### config.mk
export PLATFORM = sky130hd
export DESIGN_NAME = mmio_uart_tx
export DESIGN_NICKNAME = d
export VERILOG_FILES = /design/src/rtl/mmio_uart_tx.sv
export SDC_FILE = /design/constraint.sdc
export NUM_CORES = 1
export LEC_CHECK = 0
export CAP_MARGIN = 20
export CORE_MARGIN = 2
export CORE_UTILIZATION = 58
export DETAILED_ROUTE_END_ITERATION = 6
export GPL_ROUTABILITY_DRIVEN = 0
export PLACE_DENSITY = 0.81
export SLEW_MARGIN = 5
export SYNTH_ARGS = -nofsm -noshare
export SYNTH_HDL_FRONTEND = slang
export SYNTH_SLANG_ARGS = --single-unit
### constraint.sdc
create_clock -name clk -period 3.3 [get_ports clk]
set_input_delay 0.495 -clock clk [delete_from_list [all_inputs] [get_ports clk]]
set_output_delay 0.495 -clock clk [all_outputs]
set_load 0.02 [all_outputs]
### src/rtl/mmio_uart_tx.sv
`default_nettype none
// ============================================================================
//  Module      : mmio_uart_tx
//  Description : Memory-mapped 8N1 UART transmitter on the CPU byte bus.
//                Bytes written to TXDATA are queued in a small FIFO and
//                shifted out LSB first on tx. STATUS and the baud divisor
//                are readable through a registered read port.
//  Ports       : clk          system clock, rising edge
//                rst          asynchronous, active-low reset
//                address      byte address from the CPU
//                write_data   write byte from the CPU
//                write_enable write strobe, one write per asserted cycle
//                read_data    registered read data, 8'h00 when not selected
//                sel          combinational window hit (BASE_ADDR..BASE_ADDR+3)
//                tx           serial line, idle high
//                irq          (UART_TX_IRQ_EN only) registered interrupt:
//                             FIFO empty and transmitter idle, masked by ie
//  Register map: +0 TXDATA  W push byte / R 8'h00
//                +1 STATUS  R {ie, 3'b0, overflow, busy, empty, full}
//                           W clears overflow (and loads ie when enabled)
//                +2 DIVLO   R/W divisor[7:0]
//                +3 DIVHI   R/W divisor[15:8]
//  Config macro: UART_TX_IRQ_EN adds the irq output and the ie bit.
//  Revision    : 1.0 - initial release
// ============================================================================
module mmio_uart_tx #(
  parameter logic [31:0] BASE_ADDR  = 32'h0000_1000,
  parameter int          FIFO_DEPTH = 4,
  parameter logic [15:0] DIV_RESET  = 16'd434
) (
  input  logic        clk,
  input  logic        rst,
  input  logic [31:0] address,
  input  logic [7:0]  write_data,
  input  logic        write_enable,
  output logic [7:0]  read_data,
  output logic        sel,
  output logic        tx
`ifdef UART_TX_IRQ_EN
  ,
  output logic        irq
`endif
);

  localparam int               c_PTR_W = (FIFO_DEPTH > 1) ? $clog2(FIFO_DEPTH) : 1;
  localparam logic [c_PTR_W:0] c_DEPTH = (c_PTR_W + 1)'(FIFO_DEPTH);

  typedef enum logic [1:0] {
    S_IDLE  = 2'd0,
    S_START = 2'd1,
    S_DATA  = 2'd2,
    S_STOP  = 2'd3
  } state_t;

  // --------------------------------------------------------------------------
  // Registers
  // --------------------------------------------------------------------------
  logic [7:0]         r_mem [FIFO_DEPTH];
  logic [c_PTR_W-1:0] r_wr_ptr;
  logic [c_PTR_W-1:0] r_rd_ptr;
  logic [c_PTR_W:0]   r_count;
  logic               r_overflow;
  logic [15:0]        r_div;
  logic [7:0]         r_read_data;
  state_t             r_state;
  logic [15:0]        r_cnt;
  logic [7:0]         r_shift;
  logic [2:0]         r_bit_idx;
  logic               r_tx;
  logic               r_ie;

  // --------------------------------------------------------------------------
  // Combinational decode
  // --------------------------------------------------------------------------
  logic        w_sel;
  logic [1:0]  w_off;
  logic        w_wr_txdata;
  logic        w_wr_status;
  logic        w_wr_divlo;
  logic        w_wr_divhi;
  logic        w_empty;
  logic        w_full;
  logic        w_busy;
  logic        w_bit_end;
  logic        w_pop;
  logic        w_push;
  logic        w_drop;
  logic [15:0] w_bit_len;
  logic [7:0]  w_head;
  logic [7:0]  w_status;

  assign w_sel = (address >= BASE_ADDR) && (address <= (BASE_ADDR + 32'd3));
  // Only the low two bits of the difference matter inside a 4-byte window.
  assign w_off = address[1:0] - BASE_ADDR[1:0];

  assign w_wr_txdata = w_sel && write_enable && (w_off == 2'd0);
  assign w_wr_status = w_sel && write_enable && (w_off == 2'd1);
  assign w_wr_divlo  = w_sel && write_enable && (w_off == 2'd2);
  assign w_wr_divhi  = w_sel && write_enable && (w_off == 2'd3);

  assign w_empty   = (r_count == '0);
  assign w_full    = (r_count == c_DEPTH);
  assign w_busy    = (r_state != S_IDLE);
  assign w_bit_end = (r_cnt == 16'd0);
  assign w_head    = r_mem[r_rd_ptr];

  // The FSM consumes the head either from IDLE or at the last cycle of STOP
  // (back-to-back frames).
  assign w_pop = !w_empty &&
                 ((r_state == S_IDLE) || ((r_state == S_STOP) && w_bit_end));

  // A pop in the same cycle frees a slot, so a push into a full FIFO is
  // still accepted then.
  assign w_push = w_wr_txdata && (!w_full || w_pop);
  assign w_drop = w_wr_txdata && w_full && !w_pop;

  // Down-counter reload value; a divisor of 0 behaves like 1.
  assign w_bit_len = (r_div == 16'd0) ? 16'd0 : (r_div - 16'd1);

  assign w_status = {r_ie, 3'b000, r_overflow, w_busy, w_empty, w_full};

  assign sel       = w_sel;
  assign read_data = r_read_data;
  assign tx        = r_tx;

  // --------------------------------------------------------------------------
  // FIFO storage (no reset needed: validity is tracked by r_count)
  // --------------------------------------------------------------------------
  always_ff @(posedge clk) begin
    if (w_push) begin
      r_mem[r_wr_ptr] <= write_data;
    end
  end

  always_ff @(posedge clk or negedge rst) begin
    if (!rst) begin
      r_wr_ptr <= '0;
      r_rd_ptr <= '0;
      r_count  <= '0;
    end else begin
      if (w_push) r_wr_ptr <= r_wr_ptr + 1'b1;
      if (w_pop)  r_rd_ptr <= r_rd_ptr + 1'b1;
      case ({w_push, w_pop})
        2'b10:   r_count <= r_count + 1'b1;
        2'b01:   r_count <= r_count - 1'b1;
        default: r_count <= r_count;
      endcase
    end
  end

  // --------------------------------------------------------------------------
  // Control registers and registered read port
  // --------------------------------------------------------------------------
  always_ff @(posedge clk or negedge rst) begin
    if (!rst) begin
      r_overflow  <= 1'b0;
      r_div       <= DIV_RESET;
      r_read_data <= 8'h00;
    end else begin
      if (w_wr_status) begin
        r_overflow <= 1'b0;
      end else if (w_drop) begin
        r_overflow <= 1'b1;
      end
      if (w_wr_divlo) r_div[7:0]  <= write_data;
      if (w_wr_divhi) r_div[15:8] <= write_data;

      if (!w_sel) begin
        r_read_data <= 8'h00;
      end else begin
        case (w_off)
          2'd1:    r_read_data <= w_status;
          2'd2:    r_read_data <= r_div[7:0];
          2'd3:    r_read_data <= r_div[15:8];
          default: r_read_data <= 8'h00;
        endcase
      end
    end
  end

`ifdef UART_TX_IRQ_EN
  logic r_irq;

  always_ff @(posedge clk or negedge rst) begin
    if (!rst) begin
      r_ie  <= 1'b0;
      r_irq <= 1'b0;
    end else begin
      if (w_wr_status) r_ie <= write_data[7];
      r_irq <= r_ie && w_empty && (r_state == S_IDLE);
    end
  end

  assign irq = r_irq;
`else
  assign r_ie = 1'b0;
`endif

  // --------------------------------------------------------------------------
  // Transmit FSM. r_cnt counts down the current bit period and is reloaded
  // from the live divisor at every bit start, so divisor writes take effect
  // on the next bit boundary.
  // --------------------------------------------------------------------------
  always_ff @(posedge clk or negedge rst) begin
    if (!rst) begin
      r_state   <= S_IDLE;
      r_tx      <= 1'b1;
      r_cnt     <= 16'd0;
      r_shift   <= 8'h00;
      r_bit_idx <= 3'd0;
    end else begin
      case (r_state)
        S_IDLE: begin
          r_tx <= 1'b1;
          if (w_pop) begin
            r_shift <= w_head;
            r_cnt   <= w_bit_len;
            r_tx    <= 1'b0;
            r_state <= S_START;
          end
        end

        S_START: begin
          if (w_bit_end) begin
            r_tx      <= r_shift[0];
            r_shift   <= {1'b0, r_shift[7:1]};
            r_bit_idx <= 3'd0;
            r_cnt     <= w_bit_len;
            r_state   <= S_DATA;
          end else begin
            r_cnt <= r_cnt - 16'd1;
          end
        end

        S_DATA: begin
          if (w_bit_end) begin
            r_cnt <= w_bit_len;
            if (r_bit_idx == 3'd7) begin
              r_tx    <= 1'b1;
              r_state <= S_STOP;
            end else begin
              r_tx      <= r_shift[0];
              r_shift   <= {1'b0, r_shift[7:1]};
              r_bit_idx <= r_bit_idx + 3'd1;
            end
          end else begin
            r_cnt <= r_cnt - 16'd1;
          end
        end

        S_STOP: begin
          if (w_bit_end) begin
            if (w_pop) begin
              r_shift <= w_head;
              r_cnt   <= w_bit_len;
              r_tx    <= 1'b0;
              r_state <= S_START;
            end else begin
              r_state <= S_IDLE;
            end
          end else begin
            r_cnt <= r_cnt - 16'd1;
          end
        end

        default: begin
          r_state <= S_IDLE;
          r_tx    <= 1'b1;
        end
      endcase
    end
  end

endmodule
`default_nettype wire

# Yosys cells after proc, flatten, opt, wreduce, memory -nomap -nowiden
# Memory sizes are Yosys's and may differ from the RTL's.
# Cells that the tools add are included.
# W data, S select, Z words.
totals:
  ram_bits: 32
  register_bits: 62
  mem_count: 1
  input_bits: 43
op_classes:
  muxes: 36
  reduce_logical: 30
  n_lt_le_gt_ge: 2
  n_eq_ne: 17
  n_addsub: 7
memory_table:
  columns: ["memory", "depth", "word_bits", "rd", "rd_clocked_by_memory_dff", "wr", "line_no", "text"]
  rows:
  - ["r_mem", 4, 8, 1, 0, 1, "58", "logic [7:0] r_mem [FIFO_DEPTH];"]
op_table:
  columns: ["op", "n"]
  rows:
  - ["$mux W16", 4]
  - ["$mux W8", 6]
  - ["$pmux W16 S3", 1]
  - ["$ge A32 B13 Y1 const B", 1]
  - ["$le A32 B13 Y1 const B", 1]
  - ["$logic_not A16 Y1", 2]
  - ["$pmux W8 S4", 1]
  - ["$sub A16 B1 Y16 const B", 2]
  - ["$pmux W8 S3", 1]
  - ["$ne A2 B2 Y1 const B", 7]
  - ["$pmux W3 S2", 2]
  - ["$reduce_and A4 Y1", 3]
  - ["$logic_and A1 B1 Y1", 11]
  - ["$mux W1", 11]
  - ["$eq A2 B2 Y1 const B", 5]
  - ["$mux W2", 5]
  - ["$mux W3", 3]
  - ["$pmux W2 S4", 1]
  - ["$reduce_bool A2 Y1", 4]
  - ["$add A3 B1 Y3 const B", 2]
  - ["$eq A2 B1 Y1 const B", 3]
  - ["$eq A3 B3 Y1 const B", 2]
  - ["$reduce_and A5 Y1", 1]
  - ["$add A2 B1 Y2 const B", 2]
  - ["other kinds (7)", 11]

# Longest topological paths before layout
depth:
  word_depth: 8
  depth_mapped: 11
  depth_no_buf: 11

# Worst setup path before layout
# OpenSTA, ideal clock, no wires.
synth_path:
  path_kind: "register -> register"
  start: "reg r_cnt[11]"
  end: "reg r_count[2]"
  arrival_time_ps: 2440
  path_stages_with_launch: 10
  slack_ps: 781
  t_required_ps: 3221
  n_path_buf: 0
  cell_sequence: "dfrtp_1 or4_4 nor4_4 a32oi_4 a31o_4 fa_1 inv_1 nand2_1 o22ai_2 xor2_1"
synth_between:
  elab_chain_cells: 8
  elab_cells_between_ends: 10
  classes_between: "2 x eq/ne; 1 x mux; 7 x reduce/logical"
synth_rtl:
  columns: ["element", "line_no", "text"]
  rows:
  - ["start, declared", "66", "logic [15:0] r_cnt;"]
  - ["start signal, assigned", "217", "r_cnt <= w_bit_len;"]
  - ["start signal, assigned", "228", "r_cnt <= w_bit_len;"]
  - ["start signal, assigned", "231", "r_cnt <= r_cnt - 16'd1;"]
  - ["$logic_not A16 Y1 (*)", "104", "assign w_bit_end = (r_cnt == 16'd0);"]
  - ["$logic_and A1 B1 Y1 (*)", "110", "((r_state == S_IDLE) || ((r_state == S_STOP) && w_bit_end));"]
  - ["$logic_or A1 B1 Y1 (*)", "110", null]
  - ["$logic_and A1 B1 Y1 (*)", "109", "assign w_pop = !w_empty &&"]
  - ["$logic_or A1 B1 Y1", "114", "assign w_push = w_wr_txdata && (!w_full || w_pop);"]
  - ["$logic_and A1 B1 Y1", "114", null]
  - ["$eq A2 B1 Y1 or $eq A2 B2 Y1 (tied branches)", "143", "case ({w_push, w_pop})"]
  - ["$pmux W3 S2 or $reduce_bool A2 Y1 (tied branches)", null, null]
  - ["end signal, assigned", "144", "2'b10: r_count <= r_count + 1'b1;"]
  - ["end signal, assigned", "145", "2'b01: r_count <= r_count - 1'b1;"]
  - ["end signal, assigned", "146", "default: r_count <= r_count;"]
  - ["end, declared", "61", "logic [c_PTR_W:0] r_count;"]
# Mark *: on every way between the ends. The rest lies on a longest branch, timed or not.
# A chain may end at the register's enable or synchronous reset.

# Worst setup path after layout
layout_path:
  start: "in address[15]"
  end: "out sel"
layout_between:
  elab_chain_cells: 2
  elab_cells_between_ends: 3
  classes_between: "2 x order compare; 1 x reduce/logical"
layout_rtl:
  columns: ["element", "line_no", "text"]
  rows:
  - ["start, declared", "33", "input logic [31:0] address,"]
  - ["$ge A32 B13 Y1 or $le A32 B13 Y1 (tied branches)", "92", "assign w_sel = (address >= BASE_ADDR) && (address <= (BASE_ADDR + 32'd3));"]
  - ["$logic_and A1 B1 Y1 (*)", "92", null]
  - ["end, declared", "37", "output logic sel,"]
# Marks and branches as above.

==> flow_summary.ini <==
[outcome]
outcome = finished clean

[critical_path]
worstPathCellList = clkdlybuf4s50_1 -> nor4b_1 -> nand4_1 -> nor2_2 -> clkdlybuf4s50_1
critical_path_buf_inv_count = 2
cp.required_ns = 2.80
cp_common_cell = clkdlybuf4s50_1
startpoint_type = primary input
worstPathMaxFanout = 5
cp_data_arrival_time_ns = 2.37
cp_slowest_stage_delay_ns = 0.63
cp_top_family = buffers and inverters
slowest_stage = clkdlybuf4s50_1
worstSetupEndpointType = primary output
critPathKind = in2out

[timing]
timing.fmax_ghz = 0.349
worst_slew_margin_rel_pct = 45.1
rsz0062_at_grt = no
hold_viol = 0
finalCriticalPeriod_ns = 2.86
worst_pin_slew_ns = 0.824
setup_viol = 0
slew_violations = 0
clock_skew_ns = 0.0171
setup_tns_ns = 0
fin_crit_sh_pct = 86.7

[global_routing]
overflow = 0
grt_pass1_vias = 4072
grt_max_degree = 37
antenna_found_initial = 0
grt_usage_pct = 25.9
grt_pass1_wl_um = 20300

[finish]
synthToLayoutAreaGrowth_pct = 15.2
diodes = 0
final_design_area_no_fill_um2 = 6160
drive_gt1_share_pct = 15.3
fin_nets = 602

[pwr]
p_int_mw = 1.68
sw_frac_of_total_pct = 28.5
seq_power_share_pct = 51.9
p_leak_nw = 2.49
ir_drop_v = 0.000352
p_per_area_nw_per_um2 = 383
comb_power_share_pct = 15.4
p_clk_share_pct = 32.7
netSwitchingPower_mw = 0.671

[placed_design]
placed_cell_area_um2 = 5950
port_buffers = 52
dp_hpwl_um = 9090

[clock_tree]
clkSinkCount = 94
post_cts_resized = 0
clk_pin_slew_ns = 0.11
cts_buffer_depth = 2
insertion_delay_ns = 0.37
cts_max_level = 3
clockRootBuffer = clkbuf_8
cts_tree = built
ctsHoldBuffers = 0
cts_inserted_buffers = 9
post_cts_buffers = 0

[synth]
ys_async_sr_fraction_pct = 66.0
yosys.area_share.simple_pct = 17.2
synth_xor_area_share_pct = 2.95
yosys_warnings = 0
synth_top_family_by_area = simple AND/OR/NAND/NOR gates
syn-instance-count = 493
yosysMostFrequentCell = dfrtp_1
synth_commonest_cells = dfrtp_1, nor2_1, edfxtp_1
synth_area_leaders = dfrtp_1, edfxtp_1, mux2_2, mux2i_1, nor2_1
synth_fa_ha_area_share_pct = 3.65
syn_area_per_cell_um2 = 10.8
synthMuxAreaShare_pct = 11.7
synth_compound_area_share_pct = 13.9
synthDistinctLibCells = 67
synth_area_um2 = 5340
synth_edf_count = 32
synth_top_cell_by_area = dfrtp_1
ys_seq_area_share_pct = 47.2
synth_top_flop_cell = dfrtp_1
synth.top_cell.area_share_pct = 26.2
postSynthRegisterBits = 94
syn-num-nets = 551

[die]
core_um2 = 9110
io_pins = 53
chipWidth_um = 100
die_area_um2 = 10000
chipHeight_um = 100
rows = 35
initial_core_util_pct = 58.7

[drt]
detail-route-antenna-nets = 0
drt_first_iter_violations = 359
dr_total_vias = 4132
drc = 0
wl_per_cell_um = 18.7
drtPass1Iterations = 5
drt-total-wl_um = 12300
via_per_inst = 6.26

[job]
cap_violations = 0

[worst_hold_path]
worstHoldPathType = in2async
-- layout make-up --
class / count / area [um^2]
clock inverters: 7 / 81.3
clock buffers: 9 / 124
repair buffers: 62 / 591
multi-input cells: 361 / 2640
inverters: 16 / 60.1
fillers: 705 / 2950
well taps: 111 / 139
flip-flops and latches: 94 / 2520
-- cell usage in the layout (no fill, tap or decap), types with 3 or more instances in the layout --
master            n
dfrtp_1          56
nor2_1           52
clkdlybuf4s50_1  51
edfxtp_1         32
nor3_1           25
nand2_1          23
a21oi_1          23
mux2i_1          21
o21ai_0          21
mux2_2           21
inv_1            16
nor4_1           14
xnor2_1          14
ha_1             14
o21ai_1          10
buf_4            10
clkbuf_8          9
o22ai_1           8
mux4_2            8
and2_1            7
nand3_1           7
a22o_1            6
dfstp_2           6
nand4_1           5
a31oi_1           5
o21a_1            5
a22oi_1           5
or3_1             4
or2_2             4
xor2_1            4
a211oi_1          4
nor2_2            3
or4_1             3
nor2b_1           3
nand3b_1          3
-- logic make-up (layout without fill, tap and decap cells) --
logic type,after synthesis,after routing
simple gates,171,171
flops,94,94
buf+inv,38,94
mux,50,50
compound gates,107,107
fa+ha+maj,15,15
xor+xnor,18,18
-- power by group through the flow --
| stage | combinational [mW] | clock (mW) | sequential (mW) |
|---|---|---|---|
| after CTS | 0.363 | 0.781 | 1.22 |
| after global placement | 0.349 | 0 | 1.25 |
| after global routing | 0.396 | 0.828 | 1.22 |
| after detailed placement | 0.362 | 0 | 1.25 |
| final | 0.362 | 0.771 | 1.22 |
| after floorplan | 0.240 | 0 | 1.25 |
-- metrics by stage --
stage / setup slack (ns) / power (mW) / cells / hold WS (ns) / utilization [%]
final: 0.438 / 2.35 / 660 / 0.206 / 67.6
after global placement: 0.424 / 1.60 / 644 / 0.451 / 65.3
after CTS: 0.415 / 2.37 / 660 / 0.216 / 67.6
after global routing: 0.276 / 2.45 / 660 / 0.257 / 67.6
after detailed placement: 0.235 / 1.61 / 644 / 0.457 / 65.3
after floorplan: 0.781 / 1.49 / 493 / 0.199 / -
-- per-layer routing --
layer	up-vias	GRT usage, %	share of wire, %
li1	1943	-	-
met1	2019	35.7	43
met2	154	44.0	50
met3	16	3.97	5.4
met4	0	5.90	1.5
met5	-	0	0
-- flip-flops by register name, summed over array words and instances (netlist names) --
| signal | flops |
|---|---|
| r_overflow | 1 |
| r_cnt | 16 |
| r_mem | 32 |
| r_bit_idx | 3 |
| read_data | 8 |
| r_wr_ptr | 2 |
| r_rd_ptr | 2 |
| r_shift | 8 |
| r_count | 3 |
| r_state | 2 |
| tx | 1 |
| r_div | 16 |
-- path summary, 6_finish.rpt --
kind,slack (ns),endpoint,cells past startpoint,start
max in group asynchronous,2.33,r_count[1]$_DFFE_PN0P_,2,rst
setup / recovery,0.44,sel,5,address[15]
hold reg to reg,0.47,tx$_DFFE_PN1P_,2,tx$_DFFE_PN1P_
setup reg to reg,0.53,r_count[2]$_DFFE_PN0P_,9,r_cnt[2]$_DFF_PN0_
min in group clk,0.47,tx$_DFFE_PN1P_,2,tx$_DFFE_PN1P_
hold / removal,0.21,r_cnt[6]$_DFF_PN0_,1,rst
Power figures use the tool's default switching activity.
